`config.mk`:
```
export PLATFORM = sky130hd
export DESIGN_NAME = peri_reg_arb
export DESIGN_NICKNAME = d
export VERILOG_FILES = /design/src/rtl/peri_arb_pkg.sv /design/src/rtl/peri_reg_arb.sv
export SDC_FILE = /design/constraint.sdc
export NUM_CORES = 1
export LEC_CHECK = 0
export CAP_MARGIN = 30
export CORE_MARGIN = 2
export CORE_UTILIZATION = 40
export CTS_CLUSTER_SIZE = 20
export DETAILED_ROUTE_END_ITERATION = 16
export PLACE_DENSITY = 0.8
export REMOVE_ABC_BUFFERS = 1
export SLEW_MARGIN = 15
export SYNTH_ARGS = -nofsm -noshare
export SYNTH_HDL_FRONTEND = slang
export SYNTH_SLANG_ARGS = --single-unit
```
`constraint.sdc`:
```
create_clock -name mclk -period 2.3 [get_ports mclk]
set_input_delay 0.23 -clock mclk [delete_from_list [all_inputs] [get_ports mclk]]
set_output_delay 0.23 -clock mclk [all_outputs]
set_load 0.01 [all_outputs]
```
`src/rtl/peri_arb_pkg.sv`:
```
// Shared types and constants for the two-master peripheral register arbiter.
package peri_arb_pkg;

  typedef enum logic [1:0] {
    IDLE  = 2'd0,
    GRANT = 2'd1,
    RESP  = 2'd2
  } arb_state_e;

  localparam logic [31:0] ARB_ERR_DATA = 32'hDEAD_DEAD;

  localparam logic ARB_RR    = 1'b0;
  localparam logic ARB_FIXED = 1'b1;

endpackage

```
`src/rtl/peri_reg_arb.sv`:
```
// Two-master arbiter for the peripheral register slave port: one transaction
// at a time, round-robin or fixed priority, with a bounded ack timeout.
module peri_reg_arb
  import peri_arb_pkg::*;
#(
  parameter int TIMEOUT_CYC = 255,
  parameter int ADDR_W      = 11
) (
  input  logic              mclk,
  input  logic              s_reset_n,
  input  logic              cfg_arb_mode,

  input  logic              m0_cs,
  input  logic              m0_wr,
  input  logic [ADDR_W-1:0] m0_addr,
  input  logic [31:0]       m0_wdata,
  input  logic [3:0]        m0_be,
  output logic [31:0]       m0_rdata,
  output logic              m0_ack,
  output logic              m0_err,

  input  logic              m1_cs,
  input  logic              m1_wr,
  input  logic [ADDR_W-1:0] m1_addr,
  input  logic [31:0]       m1_wdata,
  input  logic [3:0]        m1_be,
  output logic [31:0]       m1_rdata,
  output logic              m1_ack,
  output logic              m1_err,

  output logic              reg_cs,
  output logic              reg_wr,
  output logic [ADDR_W-1:0] reg_addr,
  output logic [31:0]       reg_wdata,
  output logic [3:0]        reg_be,
  input  logic [31:0]       reg_rdata,
  input  logic              reg_ack,

  output logic              arb_timeout
);

  localparam logic [7:0] TO_LIMIT = 8'(TIMEOUT_CYC);

  // Returns the winning master index (0 or 1); only meaningful when a request is present.
  function automatic logic pick_winner(input logic mode, input logic cs0,
                                       input logic cs1, input logic last);
    if (mode == ARB_FIXED) return !cs0;
    if (cs0 && cs1)        return !last;
    return !cs0;
  endfunction

  arb_state_e        r_state;
  logic [7:0]        r_cnt;
  logic              r_gnt;
  logic              r_last_gnt;
  logic              r_reg_cs;
  logic              r_reg_wr;
  logic [ADDR_W-1:0] r_reg_addr;
  logic [31:0]       r_reg_wdata;
  logic [3:0]        r_reg_be;
  logic              r_m0_ack, r_m1_ack;
  logic              r_m0_err, r_m1_err;
  logic [31:0]       r_m0_rdata, r_m1_rdata;
  logic              r_timeout;

  logic              w_any_req;
  logic              w_winner;
  logic              w_ack_now;
  logic              w_expire;
  logic [31:0]       w_resp_data;

  // NOTE: every signal written in always_comb gets a default first so no latch is inferred.
  always_comb begin
    w_any_req   = m0_cs | m1_cs;
    w_winner    = pick_winner(cfg_arb_mode, m0_cs, m1_cs, r_last_gnt);
    w_ack_now   = (r_state == GRANT) && reg_ack;
    w_expire    = (r_state == GRANT) && !reg_ack && (r_cnt == TO_LIMIT);
    w_resp_data = reg_ack ? reg_rdata : ARB_ERR_DATA;
  end

  // NOTE: sequential state uses non-blocking assignments so all flops update together.
  always_ff @(posedge mclk or negedge s_reset_n) begin
    if (!s_reset_n) begin
      r_state     <= IDLE;
      r_cnt       <= '0;
      r_gnt       <= 1'b0;
      r_last_gnt  <= 1'b1;
      r_reg_cs    <= 1'b0;
      r_reg_wr    <= 1'b0;
      r_reg_addr  <= '0;
      r_reg_wdata <= '0;
      r_reg_be    <= '0;
      r_m0_ack    <= 1'b0;
      r_m1_ack    <= 1'b0;
      r_m0_err    <= 1'b0;
      r_m1_err    <= 1'b0;
      r_m0_rdata  <= '0;
      r_m1_rdata  <= '0;
      r_timeout   <= 1'b0;
    end else begin
      // Master responses are single-cycle pulses; they are only raised on GRANT exit.
      r_m0_ack   <= 1'b0;
      r_m1_ack   <= 1'b0;
      r_m0_err   <= 1'b0;
      r_m1_err   <= 1'b0;
      r_m0_rdata <= '0;
      r_m1_rdata <= '0;
      r_timeout  <= 1'b0;

      case (r_state)
        IDLE: begin
          if (w_any_req) begin
            r_gnt       <= w_winner;
            r_last_gnt  <= w_winner;
            r_cnt       <= '0;
            r_reg_cs    <= 1'b1;
            r_reg_wr    <= w_winner ? m1_wr    : m0_wr;
            r_reg_addr  <= w_winner ? m1_addr  : m0_addr;
            r_reg_wdata <= w_winner ? m1_wdata : m0_wdata;
            r_reg_be    <= w_winner ? m1_be    : m0_be;
            r_state     <= GRANT;
          end
        end

        GRANT: begin
          // An ack in the expiry cycle wins: w_expire already excludes reg_ack.
          if (w_ack_now || w_expire) begin
            r_reg_cs  <= 1'b0;
            r_timeout <= w_expire;
            if (r_gnt) begin
              r_m1_ack   <= 1'b1;
              r_m1_err   <= w_expire;
              r_m1_rdata <= w_resp_data;
            end else begin
              r_m0_ack   <= 1'b1;
              r_m0_err   <= w_expire;
              r_m0_rdata <= w_resp_data;
            end
            r_state <= RESP;
          end else begin
            r_cnt <= r_cnt + 8'd1;
          end
        end

        RESP:    r_state <= IDLE;
        default: r_state <= IDLE;
      endcase
    end
  end

  assign reg_cs      = r_reg_cs;
  assign reg_wr      = r_reg_wr;
  assign reg_addr    = r_reg_addr;
  assign reg_wdata   = r_reg_wdata;
  assign reg_be      = r_reg_be;
  assign m0_ack      = r_m0_ack;
  assign m0_err      = r_m0_err;
  assign m0_rdata    = r_m0_rdata;
  assign m1_ack      = r_m1_ack;
  assign m1_err      = r_m1_err;
  assign m1_rdata    = r_m1_rdata;
  assign arb_timeout = r_timeout;

endmodule

```
### Word level (Yosys, flattened, before mapping)

Index checks and enable logic that the tools add are counted.

* flip-flop bits (word level): 130
* logic and storage cells: 78

* multiplexer cells: 41
* add/subtract/negate cells: 1
* reduce and logical (&&, ||, !) cells: 14
* bitwise gates (word level): 1
* eq/ne operators: 5

Operator list (count)
* 32-bit 2-to-1 mux: 8
* 1-bit 2-to-1 mux: 24
* 8-bit 2-to-1 mux: 2
* 8-bit one-hot mux with 2 select lines: 1
* 11-bit 2-to-1 mux: 1
* 8-bit by 1-bit adder with 8-bit output (second input constant): 1
* 8-bit equality test (second input constant): 1
* 3-bit AND reduction: 2
* 1-bit logical AND: 4
* 2-bit 2-to-1 mux: 2
* 4-bit 2-to-1 mux: 1
* 2-bit != test (second input constant): 2
* 2-bit one-hot mux with 2 select lines: 1
* 2-bit AND reduction: 2
* 1-bit zero test: 3
* 2-bit by 1-bit equality test with 1-bit output (second input constant): 1
* 2-bit zero test: 1
* 2-bit by 1-bit != test with 1-bit output (second input constant): 1
* 1-bit one-hot mux with 2 select lines: 1
* 2-bit nonzero test: 1
* 1-bit logical OR: 1
* 1-bit bitwise OR: 1

### Logic depth before layout (Yosys ltp)

* depth after elaboration: 6
* depth in mapped cells: 7

### Least setup slack after synthesis

No wires, ideal clock.

* path kind: register to register
* start: register r_cnt[0]
* end: register r_m0_rdata[10] (netlist: m0_rdata[10])
* path buffers: 1
* data arrival time: 1497 ps
* cell stages (with the launch flop): 7
* clock period less this slack: 1629 ps
* data required time: 2168 ps
* setup slack: 671 ps
* cell sequence: dfrtp_1 > ha_1 > nand3_1 > nor2_1 > o211ai_1 > clkbuf_1 > nor2_1

* longest elaborated chain between the ends: 5

Ends and longest elaborated chain
* start: declaration: line peri_reg_arb.sv:53 `logic [7:0] r_cnt;`
* start signal: assignment: line peri_reg_arb.sv:141 `r_cnt <= r_cnt + 8'd1;`
* 8-bit equality test: line peri_reg_arb.sv:77 `w_expire = (r_state == GRANT) && !reg_ack && (r_cnt == TO_LIMIT);`
* 1-bit logical AND: line peri_reg_arb.sv:77
* 1-bit logical OR: line peri_reg_arb.sv:127 `if (w_ack_now || w_expire) begin`
* 32-bit 2-to-1 mux: line peri_reg_arb.sv:127
* 32-bit 2-to-1 mux: line peri_reg_arb.sv:110 `case (r_state)`
* end signal: assignment: line peri_reg_arb.sv:137 `r_m0_rdata <= w_resp_data;`
* end: declaration: line peri_reg_arb.sv:63 `logic [31:0] r_m0_rdata, r_m1_rdata;`

No other way between the ends.
A chain may end at the register's enable or synchronous reset.

### Worst setup path in the final report

* start: register r_cnt[0]
* end: register r_cnt[4]

* longest elaborated chain between the ends: 5
* elaborated cells on any way between the ends: 8
* classes of those cells: add/sub: 1; eq/ne: 2; mux: 2; reduce/logical: 3

Ends and longest elaborated chain
* parallel branches: the longest is 5 deep, another holds 8-bit by 1-bit adder with 8-bit output

Parallel ways; which one is timed is not known. The select of a mux whose other input is x is not followed.

==> impl_metrics.py <==
metrics = {
    "power_and_ir_drop": {
        "vdd_drop_max_v": 0.000555,
        "p_per_area_mw_per_mm2": 1070,
        "leakagePower_nw": 3.74,
    },
    "timing": {
        "relSlewSlack_pct": 53.2,
        "max_freq_mhz": 553,
        "final.min_clock_period_ns": 1.81,
        "fin_tns_setup_ns": 0,
        "setup_ws_ns": 0.492,
        "hold_viol_final": 0,
        "finalHoldWorstSlack_ns": 0.368,
        "rsz0062_at_grt": "no",
        "skew_ns": 0.00320,
        "finalSetupViolations": 0,
        "worst-slew-pin-transition_ns": 0.695,
        "fin_crit_sh_pct": 78.6,
        "drv_slew": 0,
    },
    "critical_path": {
        "regToRegEndpoint": "r_cnt[4]",
        "cp_max_fo": 5,
        "endpoint_kind": "register",
        "cp-start-kind": "register",
        "ff2ff_setup_slack_ns": 0.49,
        "critPathKind": "reg2reg",
        "r2r_start": "r_cnt[0]",
        "arrival_ns": 2.10,
        "reg2reg_depth": 5,
        "cp.required_ns": 2.60,
    },
    "placement": {
        "dp_hpwl_um": 10300,
        "post-place-ws_ns": 0.262,
        "place_congestion": 0.768,
        "io_buffers": 251,
    },
    "synth": {
        "syn_area_per_cell_sq_um": 11.1,
        "synth.top_cell.area_share_pct": 63.4,
        "synth_edf_count": 0,
        "ys_seq_area_share_pct": 63.9,
        "yosys-top-cells-area": "dfrtp_1 63%, mux2i_1 9.4%, nor2_1 8.6%, a21oi_1 5.2%, nor2b_1 3.1%",
        "ys_warn_count": 0,
        "async_flop_share_pct": 100,
        "syn_inst": 461,
        "synth_area_leader_cell": "dfrtp_1",
        "ys_ff_latch": 130,
        "synthDistinctLibCells": 36,
        "synthFlopType": "dfrtp_1",
        "netlist_area_sq_mm": 0.00509,
    },
    "floorplan": {
        "start_util_pct": 40.7,
        "fp-row-count": 41,
        "ios": 252,
        "die_h_um": 117,
        "die_w_um": 117,
        "die_area_sq_mm": 0.0137,
        "core-area_sq_mm": 0.0125,
    },
    "final_layout": {
        "n_antenna_cell": 0,
        "multi_input_area_sq_mm": 0.00169,
        "utilization_pct": 66.8,
        "fill_cells": 980,
        "seqCellArea_sq_mm": 0.00325,
        "mostFrequentLayoutCell": "clkdlybuf4s50_1",
        "areaGrowthSynthToFinish_pct": 64.2,
        "drive_above_1_share_pct": 5.95,
        "layout_common_cells": "250 x clkdlybuf4s50_1, 129 x dfrtp_1, 117 x nor2_1",
        "layout.nets": 846,
    },
    "hold_path": {
        "hp-start": "reg_rdata[13]",
        "min_delay_path_depth": 3,
        "hold_class": "in2reg",
        "min_to": "m0_rdata[13]",
    },
    "global_route": {
        "grt_overflow_total": 0,
        "grt_pass1_vias": 4398,
        "gr-usage-all-layers_pct": 21.2,
        "grt_pass1_wl_um": 21800,
        "grt_start_max_net_pins": 131,
        "antenna_found_initial": 0,
    },
    "drt": {
        "met1_length_um": 5580,
        "via_per_inst": 4.84,
        "top_layer": "met4",
        "vias": 4330,
        "wl_met2_um": 7060,
        "wl_met3_um": 1500,
        "dr.pass1.iters": 4,
        "wirelength_um": 14500,
        "remaining_drc_errors": 0,
        "wire_per_inst_um": 16.2,
        "drt_iter0_markers": 226,
        "ant_nets": 0,
    },
    "clock_tree": {
        "cts_sinks": 130,
        "cts_buffer_depth": 2,
        "cts_tree": "done",
        "clk_latency_ns": 0.41,
        "cts_buffers": 17,
        "htree_levels": 4,
        "cts.clk_slew.worst_paths_ns": 0.05,
        "cts_root_buf": "clkbuf_16",
    },
    "job": {
        "drv_cap": 0,
    },
    "run_status": {
        "outcome": "complete, no violations",
    },
}
-- kinds of logic after synthesis --
kind of cell / Yosys count / share of synthesized area, %
buffers and inverters: 34 / 3.07
flip-flops: 130 / 63.9
AND/OR/NAND/NOR: 176 / 15.2
adder cells (fa/ha/maj): 1 / 0.246
AO/OA/AOI/OAI: 72 / 8.20
multiplexers: 48 / 9.43
-- where the power goes --
group | switching, mW | internal (mW)
clock | 0.975 | 1.58
combinational | 1.51 | 1.65
sequential | 0.326 | 2.94
total | 2.81 | 6.17
-- per-stage QoR --
stage,area (sq um),std cells,power [mW]
after floorplan,4960,433,4.61
after global placement,7790,863,6.34
after detailed placement,7790,863,6.48
after CTS,8370,895,9.08
after global routing,8370,895,9.49
final,8370,895,8.98
-- cell type report --
| type | instances | share of cell area, % |
|---|---|---|
| Timing Repair Buffer | 259 | 31.2 |
| Clock inverter | 13 | 1.68 |
| Inverter | 6 | 0.269 |
| Clock buffer | 18 | 5.13 |
| Sequential cell | 130 | 38.9 |
| Multi-Input combinational cell | 297 | 20.3 |
| Tap cell | 172 | 2.57 |
-- critical path, stage by stage, from the launching register on --
cell and delay (ns):
dfrtp_1 0.39, ha_1 0.23, nand3_1 0.17, o21ai_0 0.50, nor4_1 0.11, a211o_1 0.29
-- state kept, by name (all words and copies together) (netlist names), 2 cells and up --
name / cells
reg_addr: 11
m1_rdata: 32
r_state: 2
reg_be: 4
reg_wdata: 32
m0_rdata: 32
r_cnt: 8
-- timing repair --
item,4_1_cts,5_1_grt
hold buffers,1,0
resized for setup,0,0
setup buffers,0,0
endpoints found under the hold margin,129,0
-- synth_stat cells (all sizes together), types with 2 or more instances --
master / n
a21oi: 53
a31oi: 3
and3: 3
buf: 12
clkbuf: 16
dfrtp: 129
inv: 6
mux2i: 48
nand2: 14
nand3: 4
nor2: 118
nor2b: 25
nor3: 2
nor3b: 2
nor4: 3
o211ai: 2
o21a: 3
o21ai: 5
-- routing by layer --
layer,global-route usage (%),vias up
li1,-,2038
met2,35.0,205
met4,9.25,0
met5,0,-
met1,23.9,2060
met3,9.17,27
-- how the worst max path moves through the flow --
stage / start / endpoint / slack, ns
after detailed placement: reg_ack / r_cnt[2] / 0.26
after floorplan: r_last_gnt / reg_addr[0] / -1.78
final: r_cnt[0] / r_cnt[4] / 0.49
after CTS: r_cnt[0] / r_cnt[4] / 0.53
after global placement: reg_ack / r_cnt[2] / 0.32
after global routing: r_cnt[0] / m1_rdata[28] / 0.41
No activity file was read; power rests on OpenSTA's default activity.
